===== config.mk =====
export PLATFORM = sky130hd
export DESIGN_NAME = xnor_popcount_stream
export DESIGN_NICKNAME = d
export VERILOG_FILES = /design/src/rtl/xnor_popcount_stream.sv
export SDC_FILE = /design/constraint.sdc
export NUM_CORES = 2
export LEC_CHECK = 0
export ABC_AREA = 1
export CELL_PAD_IN_SITES_DETAIL_PLACEMENT = 0
export CELL_PAD_IN_SITES_GLOBAL_PLACEMENT = 1
export CORE_AREA = 2 2 560 562
export CTS_BUF_LIST = sky130_fd_sc_hd__clkbuf_2 sky130_fd_sc_hd__clkbuf_4 sky130_fd_sc_hd__clkbuf_8
export DETAILED_ROUTE_END_ITERATION = 10
export DIE_AREA = 0 0 562 564
export GPL_TIMING_DRIVEN = 0
export PLACE_DENSITY_LB_ADDON = 0.1
export SLEW_MARGIN = 10
export SYNTH_ARGS = -nofsm -noshare
export SYNTH_HDL_FRONTEND = slang
export SYNTH_SLANG_ARGS = --single-unit

===== constraint.sdc =====
create_clock -name clk -period 6.9 [get_ports clk]
set_clock_uncertainty 0.1 [all_clocks]
set_input_delay 1.38 -clock clk [delete_from_list [all_inputs] [get_ports clk]]
set_output_delay 1.38 -clock clk [all_outputs]
set_load 0.02 [all_outputs]

===== src/rtl/xnor_popcount_stream.sv =====
// xnor_popcount_stream: multi-channel streaming XNOR-popcount accumulator with per-frame threshold compare
// Ports: clk/rstn (async active-low); in_valid/in_ready/in_first/in_last with xi (activation),
// wi (CH weight chunks, channel c at [c*N +: N]) and ti (CH thresholds, sampled on the last beat);
// out_valid/out_ready with out_bit (sum > threshold), out_sum (saturated sums) and out_sat per channel.
module xnor_popcount_stream #(
  parameter int N     = 256,
  parameter int CH    = 4,
  parameter int ACC_W = 16
) (
  input  logic                clk,
  input  logic                rstn,
  input  logic                in_valid,
  output logic                in_ready,
  input  logic                in_first,
  input  logic                in_last,
  input  logic [N-1:0]        xi,
  input  logic [N*CH-1:0]     wi,
  input  logic [ACC_W*CH-1:0] ti,
  output logic                out_valid,
  input  logic                out_ready,
  output logic [CH-1:0]       out_bit,
  output logic [ACC_W*CH-1:0] out_sum,
  output logic [CH-1:0]       out_sat
);
  localparam int PW = $clog2(N) + 1;
  logic                         p_valid_q, p_valid_d, p_first_q, p_first_d, p_last_q, p_last_d;
  logic [ACC_W*CH-1:0]          p_ti_q, p_ti_d;
  logic [CH-1:0][PW-1:0]        p_pop_q, p_pop_d, pop;
  logic [CH-1:0][ACC_W-1:0]     acc_q, acc_d, nxt;
  logic [CH-1:0][ACC_W:0]       wide;
  logic [CH-1:0]                sat_q, sat_d, sat_nxt;
  logic                         out_valid_q, out_valid_d;
  logic [CH-1:0]                out_bit_q, out_bit_d, out_sat_q, out_sat_d;
  logic [ACC_W*CH-1:0]          out_sum_q, out_sum_d;
  logic                         a_adv, accept, load;

  // A last beat may only retire into the output registers once they are free or being handed off.
  assign a_adv    = p_valid_q && !(p_last_q && out_valid_q && !out_ready);
  assign in_ready = !p_valid_q || a_adv;
  assign accept   = in_valid && in_ready;
  assign load     = a_adv && p_last_q;

  always_comb begin
    pop = '0;
    for (int c = 0; c < CH; c++)
      for (int i = 0; i < N; i++)
        pop[c] = pop[c] + PW'(~(xi[i] ^ wi[c*N+i]));
    p_valid_d = accept || (p_valid_q && !a_adv);
    p_first_d = accept ? in_first : p_first_q;
    p_last_d  = accept ? in_last : p_last_q;
    p_ti_d    = accept ? ti : p_ti_q;
    p_pop_d   = accept ? pop : p_pop_q;
  end

  // The accumulator is one bit wider during the add so overflow is visible as the carry-out.
  always_comb begin
    wide      = '0;
    nxt       = '0;
    sat_nxt   = '0;
    out_bit_d = out_bit_q;
    for (int c = 0; c < CH; c++) begin
      wide[c]      = (ACC_W+1)'(p_first_q ? ACC_W'(0) : acc_q[c]) + (ACC_W+1)'(p_pop_q[c]);
      nxt[c]       = wide[c][ACC_W] ? {ACC_W{1'b1}} : wide[c][ACC_W-1:0];
      sat_nxt[c]   = wide[c][ACC_W] || (!p_first_q && sat_q[c]);
      out_bit_d[c] = load ? (nxt[c] > p_ti_q[c*ACC_W +: ACC_W]) : out_bit_q[c];
    end
    acc_d       = a_adv ? (p_last_q ? '0 : nxt) : acc_q;
    sat_d       = a_adv ? (p_last_q ? '0 : sat_nxt) : sat_q;
    out_valid_d = load || (out_valid_q && !out_ready);
    out_sum_d   = load ? nxt : out_sum_q;
    out_sat_d   = load ? sat_nxt : out_sat_q;
  end

  always_ff @(posedge clk or negedge rstn) begin
    if (!rstn) begin
      p_valid_q   <= 1'b0;
      p_first_q   <= 1'b0;
      p_last_q    <= 1'b0;
      p_ti_q      <= '0;
      p_pop_q     <= '0;
      acc_q       <= '0;
      sat_q       <= '0;
      out_valid_q <= 1'b0;
      out_bit_q   <= '0;
      out_sum_q   <= '0;
      out_sat_q   <= '0;
    end else begin
      p_valid_q   <= p_valid_d;
      p_first_q   <= p_first_d;
      p_last_q    <= p_last_d;
      p_ti_q      <= p_ti_d;
      p_pop_q     <= p_pop_d;
      acc_q       <= acc_d;
      sat_q       <= sat_d;
      out_valid_q <= out_valid_d;
      out_bit_q   <= out_bit_d;
      out_sum_q   <= out_sum_d;
      out_sat_q   <= out_sat_d;
    end
  end

  assign out_valid = out_valid_q;
  assign out_bit   = out_bit_q;
  assign out_sum   = out_sum_q;
  assign out_sat   = out_sat_q;
endmodule


==> run summary <==
status: finished, violations left
failing checks: setup timing
CTS sink cnt: 244
CTS Root Cell: clkbuf_8
fillers: 34.2k
Post-Syn Instances: 5228
via count: 40.1k
fraction of layout instances using a drive strength above 1: 18.6%
Seq. cell area: 6110 sq um
synthesized area: 49200 sq um
largest net degree at the start of global routing: 90
DRC: 0
crit start category: input port
Worst setup EP type: flop
capture point of the critical path: p_pop_q[33]
Tcrit/Tclk final: 126%
reg2reg start: p_first_q
Critical Path RT: 7.32 ns
sequential area share after synthesis: 12.4%
yosys synthesis warning count: 0
number of global-route vias before repair: 45.8k
Via density: 3.66
Die Wd: 562 um
port bufs: 1390
core region area: 311000 sq um
Least-Margin Pin Slew: 0.982 ns
Routed WL: 323000 um
Final ANT Viol Nets: 0
full die area: 317000 sq um
post-synth cell types: 39
cts bufs inserted: 47
CTS tree: yes
Final Hold Fails: 0
Clock Path Buffers: 3
Clock Pin Slew Worst Setup and Hold Paths: 0.06 ns
worst-path fanout max: 3
number of max-cap violations: 0
Post-synth EDFFs: 0
worst setup path startpoint: wi[851]
Post-synth ARST share: 100%
Syn Nets: 7806
DRT iter0 DRCs: 1634
Main synth FF type: dfrtp_1
R2R setup slack: 1.81 ns
Tmin final: 8.67 ns
Layout area overhead: 49.7%
# setup viols final: 36
Pre-antenna DRT Iters: 5
Data arrival, critical path: 9.09 ns
CP Class: in2reg
gr ovfl total: 0
Worst Reg-to-Reg Cells: 21
r2r endpoint: out_bit[3]
HPWL after DPL: 304000 um
initial antenna violation count: 326
clock insertion delay at the later pin of the skew report: 0.68 ns
nets: 9283
H-tree Lvls: 2
Final TNS setup: -55.02 ns
Die Ht: 564 um
Tightest Hold Check Type: reg2reg
footprint of the multi-input gates: 41900 sq um
relative slew slack: 34.6%
first-pass GRT wire length: 421000 um
I/O Pins: 1424
Yosys reg bits: 244
achievable frequency: 0.115 GHz
max-slew violation count: 0
worst setup margin: -1.77 ns
Row Count: 205
Initial Util: 15.8%
all-layer global routing usage: 20.0%
routability cong.: 0.902
RSZ-0062 raised after global routing: yes
mean area per synthesized cell: 9.42 sq um
DR WL/cell: 29.5 um
==> through the flow <==
step	utilization (%)	area, sq um	cells	setup WS (ns)	hold slack (ns)
finish	23.7	73700	10968	-1.77	0.379
global placement	22.2	68900	10758	-8.40	0.363
floorplan	-	49800	5228	-1.71	0.348
detailed placement	22.2	68900	10760	-3.58	0.366
global route	23.7	73600	10924	-1.94	0.400
CTS	23.1	71900	10869	-1.82	0.384
==> synth_stat cells (10+ instances only) <==
cell type	number	area share, %
inv_1	1206	9.2
ha_1	256	6.5
nand3_1	100	1.0
nand2_4	13	0.30
buf_2	15	0.15
fa_1	972	40
nand2_2	12	0.15
clkbuf_1	63	0.48
dfrtp_1	244	12
o21ai_0	117	1.2
nor2_1	147	1.1
nor3_1	10	0.10
xnor2_1	442	7.9
xor2_1	613	11
nand3b_1	15	0.23
nand3_2	18	0.37
a21oi_1	55	0.56
a31oi_1	16	0.20
nand2_1	825	6.3
nand4_1	20	0.25
==> registers in the layout (all words and copies together), names as in the netlist <==
register   flops
acc_q         64
p_last_q       1
out_sum       64
out_bit        4
out_sat        4
p_pop_q       36
p_first_q      1
out_valid      1
p_valid_q      1
p_ti_q        64
sat_q          4
==> worst max-delay path: stages <==
cell and delay [ns]:
clkdlybuf4s15_1 0.21, xor2_2 0.17, fa_2 0.58, fa_2 0.48
fa_1 0.58, inv_2 0.05, fa_1 0.56, inv_2 0.04
fa_1 0.50, inv_2 0.07, fa_2 0.62, inv_2 0.05
fa_2 0.60, fa_2 0.47, fa_2 0.59, fa_2 0.49
fa_2 0.56, inv_2 0.04, ha_4 0.16, inv_2 0.05
fa_2 0.22, inv_2 0.03, nand2_1 0.05, o211ai_1 0.11
xnor2_1 0.31, o21ai_1 0.09
==> metal layers <==
metal | share of wire (%) | GRT usage (%) | up-vias | wire [um]
met1 | 38 | 22.4 | 19987 | 123000
met4 | 2.2 | 4.10 | 194 | 7080
met5 | 0.38 | 0 | - | 1230
met2 | 52 | 37.3 | 1233 | 169000
li1 | - | - | 18129 | -
met3 | 6.9 | 5.93 | 564 | 22400
==> timing repair <==
item,in CTS,in global routing
hold buffers,0,0
setup buffers,22,18
resized for setup,1413,568
pin swaps,496,290
endpoints found under the setup margin,36,36
hold endpoints to repair,0,0
==> cell families (layout without fill, tap and decap cells) <==
kind of cell	Yosys count	count (layout)	synth area share (%)
XOR/XNOR	1055	1055	18.8
AO/OA/AOI/OAI	217	217	2.36
AND/OR/NAND/NOR	1180	1180	10.2
adder cells (fa/ha/maj)	1228	1228	46.0
other	0	85	0
buffers and inverters	1304	2819	10.2
flip-flops	244	244	12.4
==> cell usage in the layout (no fill, tap or decap), drive strengths merged <==
cell              n
a21o              6
a21oi            56
a31oi            16
and2              1
buf             164
bufinv            4
clkbuf          171
clkdlybuf4s15    58
clkdlybuf4s50   836
clkinv            7
clkinvlp          1
dfrtp           244
diode            85
dlygate4sd2     234
dlymetal6s2s    131
fa              972
ha              256
inv            1213
nand2           850
nand3           125
nand3b           15
nand4            20
nor2            153
nor3             10
o211ai            3
o21a              5
o21ai           128
o21bai            3
or2               6
xnor2           442
xor2            613
==> how the worst min path moves through the flow <==
stage / slack (ns) / start / endpoint / depth (start not counted)
after global placement: 0.36 / sat_q[3] / sat_q[3] / 2
after global routing: 0.40 / out_sum[39] / out_sum[39] / 2
after detailed placement: 0.37 / out_sum[27] / out_sum[27] / 2
after CTS: 0.38 / out_sum[27] / out_sum[27] / 2
after floorplan: 0.35 / p_pop_q[27] / p_pop_q[27] / 2
final: 0.38 / out_sum[33] / out_sum[33] / 2
==> final cells by class <==
| cell class | instances | share of cell area [%] |
|---|---|---|
| clock inverter | 15 | 0.260 |
| multi-input combinational | 3680 | 56.9 |
| clock buffer | 72 | 1.27 |
| tap | 4140 | 7.03 |
| antenna | 85 | 0.289 |
| buffer | 94 | 0.925 |
| sequential | 244 | 8.28 |
| inverter | 1210 | 6.18 |
| timing repair buffer | 1428 | 18.9 |
Power is left out: the tool's default activity adds up to more than one toggle a clock period on the data nets, which glitch-free logic cannot reach.
